**src/rtl/dtree_feature_loader_if.sv**
```systemverilog
// Streaming bus of the decision-tree feature loader: an inbound feature-byte
// stream and an outbound class-result stream, each with its own valid/ready pair.
interface dtree_feature_loader_if #(
  parameter int FEAT_W  = 8,
  parameter int CLASS_W = 2
);
  // Inbound feature stream
  logic               in_valid;
  logic               in_ready;
  logic [FEAT_W-1:0]  in_data;
  logic               in_sof;

  // Outbound class stream
  logic [CLASS_W-1:0] class_out;
  logic               class_valid;
  logic               class_ready;

  // Upstream feeder and downstream consumer side
  modport master (
    output in_valid, in_data, in_sof, class_ready,
    input  in_ready, class_out, class_valid
  );

  // Loader side
  modport slave (
    input  in_valid, in_data, in_sof, class_ready,
    output in_ready, class_out, class_valid
  );
endinterface

```
**src/rtl/dtree_feature_loader.sv**
```systemverilog
// Feature loader for the combinational decision-tree classifier.
// Assembles NUM_FEAT feature bytes into a shadow buffer, publishes a complete
// sample on held registers X0..X6, captures the tree's class one edge later
// and offers it downstream. The shadow fills while a result waits, so only the
// final byte of the next sample can be held off.
// The X0..X6 port list assumes NUM_FEAT == 7.
module dtree_feature_loader #(
  parameter int NUM_FEAT = 7,
  parameter int FEAT_W   = 8,
  parameter int CLASS_W  = 2,
  parameter int CNT_W    = 16
) (
  input  logic                clk,
  input  logic                rst,
  dtree_feature_loader_if.slave bus,
  input  logic [CLASS_W-1:0]  i_class_in,
  output logic [FEAT_W-1:0]   o_x0,
  output logic [FEAT_W-1:0]   o_x1,
  output logic [FEAT_W-1:0]   o_x2,
  output logic [FEAT_W-1:0]   o_x3,
  output logic [FEAT_W-1:0]   o_x4,
  output logic [FEAT_W-1:0]   o_x5,
  output logic [FEAT_W-1:0]   o_x6,
  output logic                o_feat_valid,
  output logic [CNT_W-1:0]    o_sample_cnt,
  output logic [7:0]          o_drop_cnt
);

  localparam int IDX_W = (NUM_FEAT > 1) ? $clog2(NUM_FEAT) : 1;
  localparam logic [IDX_W-1:0] LAST_IDX = IDX_W'(NUM_FEAT - 1);
  localparam logic [IDX_W-1:0] ONE_IDX  = IDX_W'(1);

  // Saturating increment for the drop counter: sticks at all-ones.
  function automatic logic [7:0] f_sat_inc8(input logic [7:0] v);
    return (v == 8'hFF) ? v : v + 8'd1;
  endfunction

  // Wrapping increment for the sample counter.
  function automatic logic [CNT_W-1:0] f_wrap_inc(input logic [CNT_W-1:0] v);
    return v + {{(CNT_W-1){1'b0}}, 1'b1};
  endfunction

  // Fill state
  logic [IDX_W-1:0]   r_idx;
  logic [FEAT_W-1:0]  r_shadow [NUM_FEAT-1];

  // Published sample
  logic [FEAT_W-1:0]  r_x [NUM_FEAT];
  logic               r_feat_valid;

  // Result stage
  logic               r_eval_pend;
  logic [CLASS_W-1:0] r_class_out;
  logic               r_class_valid;

  // Statistics
  logic [CNT_W-1:0]   r_sample_cnt;
  logic [7:0]         r_drop_cnt;

  // Decode of the current handshake
  logic w_out_stall;
  logic w_in_ready;
  logic w_accept;
  logic w_at_first;
  logic w_at_last;
  logic w_restart;
  logic w_drop;
  logic w_complete;
  logic w_store;
  logic w_consume;

  // The last byte is held off only while the result stage is still busy with
  // the previous sample, so completing never overwrites an unread result.
  assign w_out_stall = r_class_valid && !bus.class_ready;
  assign w_at_first  = (r_idx == '0);
  assign w_at_last   = (r_idx == LAST_IDX);
  assign w_in_ready  = !(w_at_last && (r_eval_pend || w_out_stall));
  assign w_accept    = bus.in_valid && w_in_ready;

  // A start-of-frame byte always restarts the sample at slot 0. It counts as a
  // drop only when it abandons a partial sample; a headless byte at slot 0 is
  // discarded and counted.
  assign w_restart  = w_accept && bus.in_sof;
  assign w_drop     = w_accept && (w_at_first ? !bus.in_sof : bus.in_sof);
  assign w_complete = w_accept && !bus.in_sof && w_at_last && !w_at_first;
  assign w_store    = w_accept && !bus.in_sof && !w_at_first && !w_at_last;
  assign w_consume  = r_class_valid && bus.class_ready;

  // ---- Stage 0: byte capture into the shadow buffer ----

  // Slot pointer: restart on sof, wrap on completion, advance on a stored byte.
  always_ff @(posedge clk) begin
    if (rst) begin
      r_idx <= '0;
    end else if (w_restart) begin
      r_idx <= ONE_IDX;
    end else if (w_complete) begin
      r_idx <= '0;
    end else if (w_store) begin
      r_idx <= r_idx + ONE_IDX;
    end
  end

  // Shadow slots hold data only, so they need no reset; a partial sample is
  // made invisible by clearing the slot pointer instead.
  always_ff @(posedge clk) begin
    if (w_restart) begin
      r_shadow[0] <= bus.in_data;
    end else if (w_store) begin
      r_shadow[r_idx] <= bus.in_data;
    end
  end

  // ---- Stage 1: publish the completed sample to the tree ----

  // X registers move only when a sample completes; the final byte bypasses
  // the shadow and lands directly in the last feature.
  always_ff @(posedge clk) begin
    if (rst) begin
      for (int i = 0; i < NUM_FEAT; i++) begin
        r_x[i] <= '0;
      end
    end else if (w_complete) begin
      for (int i = 0; i < NUM_FEAT - 1; i++) begin
        r_x[i] <= r_shadow[i];
      end
      r_x[NUM_FEAT-1] <= bus.in_data;
    end
  end

  // Once a sample has been published the X registers always hold a full one.
  always_ff @(posedge clk) begin
    if (rst) begin
      r_feat_valid <= 1'b0;
    end else if (w_complete) begin
      r_feat_valid <= 1'b1;
    end
  end

  // ---- Stage 2: capture the tree's result and hand it downstream ----

  // Evaluation is requested by a completion and serviced on the next edge,
  // after the tree has seen the new X values for a full cycle.
  always_ff @(posedge clk) begin
    if (rst) begin
      r_eval_pend <= 1'b0;
    end else if (w_complete) begin
      r_eval_pend <= 1'b1;
    end else if (r_eval_pend) begin
      r_eval_pend <= 1'b0;
    end
  end

  // A completion can only happen when the old result is absent or being
  // consumed on the same edge, so the eval cycle never finds a valid result.
  always_ff @(posedge clk) begin
    if (rst) begin
      r_class_out   <= '0;
      r_class_valid <= 1'b0;
    end else if (r_eval_pend) begin
      r_class_out   <= i_class_in;
      r_class_valid <= 1'b1;
    end else if (w_consume) begin
      r_class_valid <= 1'b0;
    end
  end

  // Statistics counters: completed samples wrap, discards saturate.
  always_ff @(posedge clk) begin
    if (rst) begin
      r_sample_cnt <= '0;
      r_drop_cnt   <= '0;
    end else begin
      if (w_complete) begin
        r_sample_cnt <= f_wrap_inc(r_sample_cnt);
      end
      if (w_drop) begin
        r_drop_cnt <= f_sat_inc8(r_drop_cnt);
      end
    end
  end

  assign bus.in_ready    = w_in_ready;
  assign bus.class_out   = r_class_out;
  assign bus.class_valid = r_class_valid;

  assign o_x0         = r_x[0];
  assign o_x1         = r_x[1];
  assign o_x2         = r_x[2];
  assign o_x3         = r_x[3];
  assign o_x4         = r_x[4];
  assign o_x5         = r_x[5];
  assign o_x6         = r_x[6];
  assign o_feat_valid = r_feat_valid;
  assign o_sample_cnt = r_sample_cnt;
  assign o_drop_cnt   = r_drop_cnt;

endmodule

```
**src/flat_wrapper.sv**
```systemverilog
// flat-port wrapper written by rule: the top's interface ports become plain ports
module dtree_feature_loader_flat 
#(
  parameter int NUM_FEAT = 7,
  parameter int FEAT_W   = 8,
  parameter int CLASS_W  = 2,
  parameter int CNT_W    = 16
)
  (clk, rst, i_class_in, o_x0, o_x1, o_x2, o_x3, o_x4, o_x5, o_x6, o_feat_valid, o_sample_cnt, o_drop_cnt, bus_in_valid, bus_in_data, bus_in_sof, bus_class_ready, bus_in_ready, bus_class_out, bus_class_valid);
  dtree_feature_loader_if #(.FEAT_W(FEAT_W), .CLASS_W(CLASS_W)) bus_i ();
  input  logic clk;
  input  logic rst;
  input  logic [CLASS_W-1:0] i_class_in;
  output logic [FEAT_W-1:0] o_x0;
  output logic [FEAT_W-1:0] o_x1;
  output logic [FEAT_W-1:0] o_x2;
  output logic [FEAT_W-1:0] o_x3;
  output logic [FEAT_W-1:0] o_x4;
  output logic [FEAT_W-1:0] o_x5;
  output logic [FEAT_W-1:0] o_x6;
  output logic o_feat_valid;
  output logic [CNT_W-1:0] o_sample_cnt;
  output logic [7:0] o_drop_cnt;
  input wire logic [$bits(bus_i.in_valid)-1:0] bus_in_valid;
  input wire logic [$bits(bus_i.in_data)-1:0] bus_in_data;
  input wire logic [$bits(bus_i.in_sof)-1:0] bus_in_sof;
  input wire logic [$bits(bus_i.class_ready)-1:0] bus_class_ready;
  output wire logic [$bits(bus_i.in_ready)-1:0] bus_in_ready;
  output wire logic [$bits(bus_i.class_out)-1:0] bus_class_out;
  output wire logic [$bits(bus_i.class_valid)-1:0] bus_class_valid;
  assign bus_i.in_valid = bus_in_valid;
  assign bus_i.in_data = bus_in_data;
  assign bus_i.in_sof = bus_in_sof;
  assign bus_i.class_ready = bus_class_ready;
  assign bus_in_ready = bus_i.in_ready;
  assign bus_class_out = bus_i.class_out;
  assign bus_class_valid = bus_i.class_valid;
  dtree_feature_loader #(.NUM_FEAT(NUM_FEAT), .FEAT_W(FEAT_W), .CLASS_W(CLASS_W), .CNT_W(CNT_W)) u_core (.clk(clk), .rst(rst), .bus(bus_i), .i_class_in(i_class_in), .o_x0(o_x0), .o_x1(o_x1), .o_x2(o_x2), .o_x3(o_x3), .o_x4(o_x4), .o_x5(o_x5), .o_x6(o_x6), .o_feat_valid(o_feat_valid), .o_sample_cnt(o_sample_cnt), .o_drop_cnt(o_drop_cnt));
endmodule
```
**config.mk**
```make
export PLATFORM = sky130hd
export DESIGN_NAME = dtree_feature_loader_flat
export DESIGN_NICKNAME = d
export VERILOG_FILES = /design/src/rtl/dtree_feature_loader_if.sv /design/src/rtl/dtree_feature_loader.sv /design/src/flat_wrapper.sv
export SDC_FILE = /design/constraint.sdc
export NUM_CORES = 1
export LEC_CHECK = 0
export ABC_AREA = 1
export BUFFER_PORTS_ARGS = -buffer_cell sky130_fd_sc_hd__buf_4
export CAP_MARGIN = 10
export CORE_MARGIN = 5
export CORE_UTILIZATION = 35
export CTS_BUF_LIST = sky130_fd_sc_hd__clkbuf_16
export DETAILED_ROUTE_END_ITERATION = 10
export GPL_TIMING_DRIVEN = 0
export PLACE_DENSITY_LB_ADDON = 0.08
export SYNTH_ARGS = -nofsm -noshare
export SYNTH_HDL_FRONTEND = slang
export SYNTH_SLANG_ARGS = --single-unit
```
**constraint.sdc**
```tcl
create_clock -name clk -period 6.1 [get_ports clk]
set_clock_uncertainty 0.2 [all_clocks]
set_input_delay 0.305 -clock clk [delete_from_list [all_inputs] [get_ports clk]]
set_output_delay 0.305 -clock clk [all_outputs]
set_load 0.005 [all_outputs]
```
After elaboration in Yosys (flattened, before gate mapping)
Memory sizes are Yosys's and may differ from the RTL's.
Cells that the tools add are included.
- add/subtract/negate cells: 3
- reduce and logical (&&, ||, !) cells: 23
- muxes and demuxes: 26
- eq/ne operators: 2
- bitwise gates (word level): 8
- operators by type and width (cell ; count):
    $mux 8 ; 8
    $mux 1 ; 17
    $add 16x1->16 const B ; 1
    $logic_and 1x1->1 ; 11
    $add 8x1->8 const B ; 1
    $eq 8x8->1 const B ; 1
    $reduce_or 8->1 ; 1
    $or 1x1->1 ; 7
    $logic_not 1->1 ; 5
    $add 3x1->3 const B ; 1
    $eq 3x3->1 const B ; 1
    $logic_not 3->1 ; 1
    $mux 3 ; 1
    $reduce_bool 3->1 ; 1
    $reduce_or 3->1 ; 1
    $reduce_and 2->1 ; 1
    $reduce_bool 2->1 ; 1
    $logic_or 1x1->1 ; 1
    $not 1->1 ; 1
- memories: 2
- bits in registers: 32
- output and inout port bits: 85
- input bits: 15
- memory bits (writable): 104
- word-level logic and storage cells: 72
- memories (name ; depth ; width ; rd ports ; clocked after Yosys merged registers in ; write ports ; line ; RTL):
    u_core.r_x ; 7 ; 8 ; 7 ; 0 ; 7 ; dtree_feature_loader.sv:48 ; logic [FEAT_W-1:0] r_x [NUM_FEAT];
    u_core.r_shadow ; 6 ; 8 ; 6 ; 0 ; 1 ; dtree_feature_loader.sv:45 ; logic [FEAT_W-1:0] r_shadow [NUM_FEAT-1];

Depth between registers and ports, before layout
- depth after elaboration: 14
- depth in mapped cells: 12
- gate-level depth less buffers: 11

Least setup slack after synthesis
No wires, ideal clock.
- path type: reg-to-reg
- start point: register u_core.r_idx[0]
- end point: memory u_core.r_x[0][0], enable pin
- setup time: 0.417 ns
- arrival time: 2.433 ns
- path slack: 3.051 ns
- data required time: 5.483 ns
- path buffers: 0
- period minus slack after synthesis: 3.049 ns
- stages on the path, launching flop included: 10
- cell sequence: dfxtp_1 inv_1 ha_1 nand2_4 inv_2 nand2_4 nand2_4 nor2_8 inv_2 nand2_1
- RTL lines (what ; line ; RTL):
    from (decl) ; dtree_feature_loader.sv:44 ; logic [IDX_W-1:0] r_idx;
    from (signal assigned) ; dtree_feature_loader.sv:100 ; r_idx <= r_idx + ONE_IDX;
    to (decl) ; dtree_feature_loader.sv:48 ;

Worst setup path in the final report
- start point: register u_core.r_idx[0]
- end point: memory u_core.r_shadow[3][5], enable pin
- longest elaborated chain between the ends: 12
- elaborated cells between the ends (all ways): 19
- classes of those cells: eq/ne (1); mux (7); reduce/logical (11)
- RTL lines (what ; line ; RTL):
    $eq 3x3->1 ; dtree_feature_loader.sv:76 ; assign w_at_last = (r_idx == LAST_IDX);
    $logic_and 1x1->1 ; dtree_feature_loader.sv:77 ; assign w_in_ready = !(w_at_last && (r_eval_pend || w_out_stall));
    $logic_not 1->1 ; dtree_feature_loader.sv:77 ;
    $logic_and 1x1->1 ; dtree_feature_loader.sv:78 ; assign w_accept = bus.in_valid && w_in_ready;
    $logic_and 1x1->1 (3 in a row) ; dtree_feature_loader.sv:86 ; assign w_store = w_accept && !bus.in_sof && !w_at_first && !w_at_last;
    $mux 1 ; dtree_feature_loader.sv:109 ; end else if (w_store) begin
    $mux 1 ; dtree_feature_loader.sv:107 ; if (w_restart) begin
    $mux 1 (implied by the code) ; dtree_feature_loader.sv:110 ; r_shadow[r_idx] <= bus.in_data;
    $reduce_or 8->1 (no line) ; n/a ;
    $mux 3 (no line) / $mux 1 (equally long branches) ; n/a ;
    to (decl) ; dtree_feature_loader.sv:45 ;
Several ways; a longest one is shown, not always the timed one.

==> impl_metrics.tcl <==
set metrics [dict create \
    status "finished clean" \
    slowest_delay_ps 640 \
    critPathCaptureType "register" \
    p_leak_uw 0.00313 \
    cts_resized 0 \
    io_pins 100 \
    routed_wl_um 11600 \
    drv_cap 0 \
    grt-ovfl-total 0 \
    rows 45 \
    max-vdd-ir-drop_v 0.000206 \
    postSynthAreaPerCell_um2 10.9 \
    antennaDiodeCount 0 \
    grt_usage_pct 13.6 \
    core_mm2 0.0153 \
    nNetsFinal 653 \
    slew_viol_final 0 \
    antenna_found_initial 0 \
    hold_class "input pin to register" \
    drive_above_1_share_pct 23.0 \
    cts_tree "done" \
    fin_util_pct 47.5 \
    fmax_ghz 0.358 \
    root_buffer "clkbuf_16" \
    powerDensity_mw_per_mm2 305 \
    layout_commonest_cell "edfxtp_1" \
    post-cts-setup-buffers 0 \
    slew-limit-headroom_pct 39.4 \
    setup_viol 0 \
    cp.required_ps 5930 \
    synth_cell_type_count 24 \
    ctsHoldBuffers 11 \
    most-common-layout-cells "edfxtp_1, buf_4, nand2_1" \
    io_buffers 99 \
    syn_nets 523 \
    cp.arrival_ps 2630 \
    clkTransAtPathRegs_ps 50 \
    cts.sinks 136 \
    ys_seq_area_share_pct 68.8 \
    dr_total_vias 3660 \
    period_minus_slack_ps 2790 \
    insertion_delay_ps 400 \
    htree_num_levels 4 \
    initial_core_util_pct 35.9 \
    path_class "register to register" \
    critPathSlowestCell "nor2_1" \
    antenna_left 0 \
    via_per_inst 4.28 \
    drc_errors 0 \
    synthCells 503 \
    wl_per_cell_um 13.6 \
    synth_seq_cells 136 \
    drt_iter0_drc 143 \
    netlist_area_mm2 0.00547 \
    cp-start-kind "register" \
    rsz0062_at_grt "no" \
    area_growth_syn_to_layout_pct 32.6 \
    drt_pass1_iterations 4 \
    grt_max_degree 34 \
    die_h_um 135 \
    dieWidth_um 135 \
    cts_buffer_depth 2 \
    yosys_warnings 0 \
    finalCritPeriodShare_pct 45.8 \
    hpwl_um 8080 \
    tns_ps 0 \
    cts_buffers 17 \
    cp_top_family "simple AND/OR/NAND/NOR gates" \
    grt_pass1_wl_um 18800 \
    cp.buffers_inverters 3 \
    crit_path_cell_trace "inv_1, ha_1, nand2_4, inv_2, nand2_4, nand4_1, inv_1, nand3_1, nor2_1" \
    dieArea_mm2 0.0182 \
    routabilityCongestion 0.826 \
    critPathMaxFanout 8 \
    grt_pass1_vias 3733 \
    nFillCells 1392 \
    hold_viol 0 \
    worstMarginPinSlew_ps 902 \
]
==> cell usage after synthesis, drive strengths merged <==
cell type / instances / area, um^2
o21ai: 9 / 48.8
clkbuf: 4 / 15.0
edfxtp: 104 / 3120
nand4: 7 / 43.8
a21oi: 26 / 130
nand3b: 2 / 15.0
clkinv: 1 / 8.76
nand2: 95 / 394
xor2: 4 / 35.0
buf: 8 / 90.1
nor4: 1 / 6.26
inv: 85 / 319
nand3: 25 / 130
dfxtp: 32 / 641
nor2: 90 / 364
xnor2: 5 / 43.8
ha: 5 / 62.6
==> cell families (layout without fill, tap and decap cells) <==
family                   count (synthesis)  count (layout)  synth area share (%)
buffers and inverters                   98             239                  7.91
adder cells (fa/ha/maj)                  5               5                  1.14
AO/OA/AOI/OAI                           35              35                  3.27
flip-flops                             136             136                  68.8
XOR/XNOR                                 9               9                  1.44
AND/OR/NAND/NOR                        220             220                  17.4
==> worst reg2reg max path, cell delays in order, from the launching register on <==
cell     delay (ps)
dfxtp_1         350
inv_1           150
ha_1            270
nand2_4         100
inv_2            50
nand2_4          80
nand4_1         290
inv_1           200
nand3_1         100
nor2_1          640
==> routing by layer <==
layer  part of all wire, %  up-vias  track usage, %
met5                     0        -               0
met4                   1.3        0            5.54
met3                   5.2       11            4.32
met2                    49       77            22.5
met1                    45     1694            16.4
li1                      -     1878               -
==> final timing paths <==
check / from / endpoint / slack [ps] / cells after the start
setup / recovery: u_core.r_idx[0] / u_core.r_shadow[3][5] / 3310 / 9
hold / removal: bus_in_sof / u_core.r_idx[0] / 90 / 5
setup reg to reg: u_core.r_idx[0] / u_core.r_shadow[3][5] / 3310 / 9
hold reg to reg: u_core.o_feat_valid / u_core.o_feat_valid / 250 / 2
==> area by class of cell <==
class                      instances  area (um^2)  area share (%)
buffer                            12          105            1.45
inverter                          86          328            4.52
clock inverter                    13          211            2.92
multi-input combinational        269         1280            17.7
tap                              211          264            3.64
sequential                       136         3760            51.9
timing repair buffer             111          873            12.0
clock buffer                      17          425            5.87
==> through the flow <==
step / total power, uW / hold WS (ps) / cells / worst slack [ps] / area [um^2]
after floorplan: 1070 / 204 / 503 / 3050 / 5470
after global placement: 1120 / 249 / 813 / 2280 / 6480
after detailed placement: 1120 / 243 / 814 / 3270 / 6510
after CTS: 2240 / 66.2 / 855 / 3250 / 7250
after global routing: 2290 / 115 / 855 / 3120 / 7250
final: 2210 / 93.5 / 855 / 3310 / 7250
==> power by group <==
group / leakage, uW / total, uW / switching (uW) / internal [uW]
Clock: 0.000314 / 1110 / 352 / 753
Sequential: 0.00127 / 1020 / 7.13 / 1020
Combinational: 0.00154 / 84.6 / 47.5 / 37.1
==> flip-flops by register name, indices dropped and copies added, names as in the netlist <==
signal,count
u_core.bus.class_out,2
u_core.bus.class_valid,1
u_core.o_drop_cnt,8
u_core.o_feat_valid,1
u_core.o_sample_cnt,16
u_core.r_eval_pend,1
u_core.r_idx,3
u_core.r_shadow,48
u_core.r_x,56
(Power assumes the default switching activity.)
